--- config.mk ---
export PLATFORM = sky130hd
export DESIGN_NAME = pipelined_mux_nto1
export DESIGN_NICKNAME = d
export VERILOG_FILES = /design/src/rtl/mips_pkg.sv /design/src/rtl/mux_pipe_stage.sv /design/src/rtl/pipelined_mux_nto1.sv
export SDC_FILE = /design/constraint.sdc
export NUM_CORES = 1
export LEC_CHECK = 0
export ABC_AREA = 1
export CAP_MARGIN = 20
export CELL_PAD_IN_SITES_DETAIL_PLACEMENT = 0
export CELL_PAD_IN_SITES_GLOBAL_PLACEMENT = 1
export CORE_MARGIN = 2
export CORE_UTILIZATION = 43
export CTS_CLUSTER_DIAMETER = 50
export DETAILED_ROUTE_END_ITERATION = 8
export DONT_BUFFER_PORTS = 1
export GPL_TIMING_DRIVEN = 0
export PLACE_DENSITY_LB_ADDON = 0.1
export SYNTH_ARGS = -nofsm -noshare
export SYNTH_HDL_FRONTEND = slang
export SYNTH_SLANG_ARGS = --single-unit
--- constraint.sdc ---
create_clock -name Clk -period 2.74 [get_ports Clk]
set_input_delay 0.685 -clock Clk [delete_from_list [all_inputs] [get_ports Clk]]
set_output_delay 0.685 -clock Clk [all_outputs]
set_load 0.02 [all_outputs]
--- src/rtl/mips_pkg.sv ---
// Constants and select encodings shared by the MIPS datapath blocks.
package mips_pkg;

    localparam int WORD_W   = 32;
    localparam int PIPE_MAX = 4;

    typedef enum logic [1:0] {
        FWD_NONE  = 2'd0,
        FWD_EXMEM = 2'd1,
        FWD_MEMWB = 2'd2
    } fwd_sel_e;

endpackage

--- src/rtl/mux_pipe_stage.sv ---
// One pipeline register holding {data, valid, err, sel tag}; flush beats stall.
module mux_pipe_stage #(
    parameter int               WIDTH     = 32,
    parameter int               SEL_W     = 2,
    parameter logic [WIDTH-1:0] RESET_VAL = '0
) (
    input  logic             clk_i,
    input  logic             rst_i,
    input  logic             stall_i,
    input  logic             flush_i,
    input  logic [WIDTH-1:0] data_i,
    input  logic             vld_i,
    input  logic             err_i,
    input  logic [SEL_W-1:0] sel_i,
    output logic [WIDTH-1:0] data_o,
    output logic             vld_o,
    output logic             err_o,
    output logic [SEL_W-1:0] sel_o
);

    logic [WIDTH-1:0] data_q, data_d;
    logic             vld_q,  vld_d;
    logic             err_q,  err_d;
    logic [SEL_W-1:0] sel_q,  sel_d;

    always_comb begin
        data_d = data_q;
        vld_d  = vld_q;
        err_d  = err_q;
        sel_d  = sel_q;
        if (flush_i) begin
            data_d = RESET_VAL;
            vld_d  = 1'b0;
            err_d  = 1'b0;
            sel_d  = '0;
        end else if (!stall_i) begin
            data_d = data_i;
            vld_d  = vld_i;
            err_d  = err_i;
            sel_d  = sel_i;
        end
    end

    always_ff @(posedge clk_i or posedge rst_i) begin
        if (rst_i) begin
            data_q <= RESET_VAL;
            vld_q  <= 1'b0;
            err_q  <= 1'b0;
            sel_q  <= '0;
        end else begin
            data_q <= data_d;
            vld_q  <= vld_d;
            err_q  <= err_d;
            sel_q  <= sel_d;
        end
    end

    assign data_o = data_q;
    assign vld_o  = vld_q;
    assign err_o  = err_q;
    assign sel_o  = sel_q;

endmodule

--- src/rtl/pipelined_mux_nto1.sv ---
// N-to-1 word select followed by PIPE register stages carrying valid, error and select tag.
module pipelined_mux_nto1
    import mips_pkg::*;
#(
    parameter int               WIDTH     = WORD_W,
    parameter int               NUM_IN    = 4,
    parameter int               PIPE      = 1,
    parameter logic [WIDTH-1:0] RESET_VAL = '0,
    localparam int              SEL_W     = (NUM_IN > 1) ? $clog2(NUM_IN) : 1
) (
    input  logic                    Clk,
    input  logic                    Rst,
    input  logic [NUM_IN*WIDTH-1:0] in_bus,
    input  logic [SEL_W-1:0]        sel,
    input  logic                    in_valid,
    input  logic                    stall,
    input  logic                    flush,
    output logic [WIDTH-1:0]        out,
    output logic                    out_valid,
    output logic [SEL_W-1:0]        out_sel,
    output logic                    sel_err
);

    generate
        if (PIPE < 1 || PIPE > PIPE_MAX || NUM_IN < 2 || NUM_IN > 16) begin : g_bad_cfg
            $error("pipelined_mux_nto1: PIPE must be 1..4 and NUM_IN 2..16");
        end
    endgenerate

    logic [WIDTH-1:0] data_p0;
    logic             err_p0;

    // Out-of-range selects never index in_bus; they fall through to RESET_VAL.
    always_comb begin
        data_p0 = RESET_VAL;
        for (int k = 0; k < NUM_IN; k++) begin
            if (int'(sel) == k) begin
                data_p0 = in_bus[k*WIDTH +: WIDTH];
            end
        end
    end

    assign err_p0 = (int'(sel) >= NUM_IN);

    // Index 0 is the combinational stage input, index PIPE the last register.
    logic [WIDTH-1:0] st_data [PIPE+1];
    logic             st_vld  [PIPE+1];
    logic             st_err  [PIPE+1];
    logic [SEL_W-1:0] st_sel  [PIPE+1];

    assign st_data[0] = data_p0;
    assign st_vld[0]  = in_valid;
    assign st_err[0]  = err_p0;
    assign st_sel[0]  = sel;

    for (genvar i = 0; i < PIPE; i++) begin : g_stage
        mux_pipe_stage #(
            .WIDTH     (WIDTH),
            .SEL_W     (SEL_W),
            .RESET_VAL (RESET_VAL)
        ) u_stage (
            .clk_i   (Clk),
            .rst_i   (Rst),
            .stall_i (stall),
            .flush_i (flush),
            .data_i  (st_data[i]),
            .vld_i   (st_vld[i]),
            .err_i   (st_err[i]),
            .sel_i   (st_sel[i]),
            .data_o  (st_data[i+1]),
            .vld_o   (st_vld[i+1]),
            .err_o   (st_err[i+1]),
            .sel_o   (st_sel[i+1])
        );
    end

    assign out       = st_data[PIPE];
    assign out_valid = st_vld[PIPE];
    assign sel_err   = st_err[PIPE];
    assign out_sel   = st_sel[PIPE];

endmodule

==> metrics.cfg <==
[setup_path]
start_kind=register
cp-end-kind=output port
startpoint=g_stage[0].u_stage.sel_o[1]
r2r_slack_ns=1.92
r2r_start=g_stage[0].u_stage.sel_o[1]
cp.required_ns=2.06
crit_type=reg2out
ff2ff_path_depth=1
critPathCapture=out_sel[1]
worst-path-stages=0
rr_endpoint=g_stage[0].u_stage.sel_o[1]
arrival_ns=0.79
critPathMaxFanout=2

[synthesis]
synth_warnings=0
synthCells=406
netlist_area_um2=2470
ys_ff_latch=35
synth_fp_nets=541
ys_types=19
ys_seq_area_frac=0.355
syn-mean-instance-area_um2=6.08

[sta]
max_slew_margin=0.481
period_minus_slack_ns=1.47
setup_tns_ns=0
fin_worst_skew_ns=0
setup_viol=0
max_freq_ghz=0.680
period_share=0.537
maxSlewViolCount=0
hold_viol=0
worst_slew_pin_slew_ns=0.777
rsz0062_at_grt=no

[grt]
grt_max_degree=36
antenna_found_initial=0
overflow=0
grt_usage=0.233
grt_use_met1=0.285
grt_pass1_vias=2281
grtUsageMet2=0.397
gr-max-usage-layer=met2
grt_pass1_wl_um=11300
met3_usage=0.0577

[clocking]
cts_resized=0
clockBufferDepth=2
postCtsHoldBufs=0
root_buffer=clkbuf_8
clk_latency_ns=0.29
cts_buffers=5
clock_sinks=35
path_clk_slew_ns=0.08
tritoncts=done
htree_num_levels=2
post_cts_buffers=0

[routing]
dr.pass1.iters=4
drc=0
drtIter0Drc=136
ant_nets=0
viasPerCell=5.15
routedWlPerCell_um=15.5
via_count=2505
drt_wl_total_um=7520

[placement]
gp_congestion=0.809
port-buffer-count=0
dp_hpwl_um=5700

[pwr]
peakVddDrop_uv=214
power.leakage_nw=1.53
power.density_nw_per_um2=496

[die]
die_w_um=79.8
dieArea_um2=6370
core_um2=5540
die_h_um=79.8
initial_utilization=0.446
rows=27
ios=171

[run]
cap_viol_max_count=0

[status]
status=finished clean

[layout]
area_growth_pct=7.70
drive_gt1_frac=0.0773
final_core_util=0.480
diodes=0
nets=548

[min_path]
min_path_type=in2async

## synth_stat cells (all sizes together)
| cell | count | share of area |
|---|---|---|
| a22o | 2 | 0.0071 |
| buf | 18 | 0.047 |
| clkbuf | 6 | 0.010 |
| clkinv | 1 | 0.0015 |
| conb | 1 | 0.0015 |
| dfrtp | 35 | 0.35 |
| inv | 34 | 0.053 |
| nand2 | 182 | 0.28 |
| nand3 | 33 | 0.067 |
| nand3b | 11 | 0.033 |
| nor2 | 64 | 0.11 |
| o21ai | 19 | 0.039 |
## layout by cell type (no fill, tap or decap), types with 2 or more instances in the layout
master    count
a22o_1        2
buf_2        12
buf_4         3
buf_6         3
clkbuf_1      5
clkbuf_2      2
clkbuf_8      7
dfrtp_1      35
inv_1        32
nand2_1     181
nand3_1      33
nand3b_1     11
nor2_1       62
o21ai_0      19
## metal layers
| layer | vias up | share of wire |
|---|---|---|
| li1 | 1248 | - |
| met1 | 1120 | 0.43 |
| met2 | 123 | 0.47 |
| met3 | 14 | 0.083 |
| met4 | 0 | 0.017 |
| met5 | - | 0 |
## cell type report
class	count	area [um2]
buffer	24	141
clock buffer	8	100
fill	634	2880
inverter	35	134
multi-input combinational	312	1320
sequential	35	876
tap	72	90.1
## metrics by stage
stage | hold WS, ns | std cells | total power, mW | cell area (um2) | setup slack [ns]
final | 0.416 | 486 | 1.32 | 2660 | 1.27
after global placement | 0.609 | 478 | 0.912 | 2560 | 0.793
after floorplan | 0.588 | 406 | 0.851 | 2470 | 1.27
after global routing | 0.475 | 486 | 1.40 | 2660 | 1.21
after CTS | 0.441 | 486 | 1.34 | 2660 | 1.26
after detailed placement | 0.613 | 478 | 0.917 | 2560 | 1.05
## worst min-delay path by stage
stage	end	depth (start not counted)
floorplan	g_stage[0].u_stage.data_o[30]	2
global placement	g_stage[0].u_stage.data_o[22]	2
detailed placement	g_stage[0].u_stage.data_o[3]	2
CTS	g_stage[0].u_stage.sel_o[1]	1
global route	g_stage[0].u_stage.data_o[0]	1
finish	g_stage[0].u_stage.data_o[15]	1
## power breakdown
group          total, mW  switching, mW  internal, mW
Clock              0.417          0.187         0.230
Combinational      0.241          0.156        0.0850
Sequential         0.662         0.0975         0.564
Total               1.32          0.441         0.879
## flip-flops by register name, indices dropped and copies added, names as in the netlist
register / cells
g_stage.u_stage.data_o: 32
g_stage.u_stage.vld_o: 1
g_stage.u_stage.sel_o: 2
## logic make-up (layout without fill, tap and decap cells)
kind of cell	after synthesis	in the layout	synth area share
other	1	1	0.00152
DFF	35	35	0.355
buffers and inverters	59	67	0.111
AOI/OAI and AO/OA	21	21	0.0456
and+or+nand+nor	290	290	0.487
No activity file was read; power rests on OpenSTA's default activity.
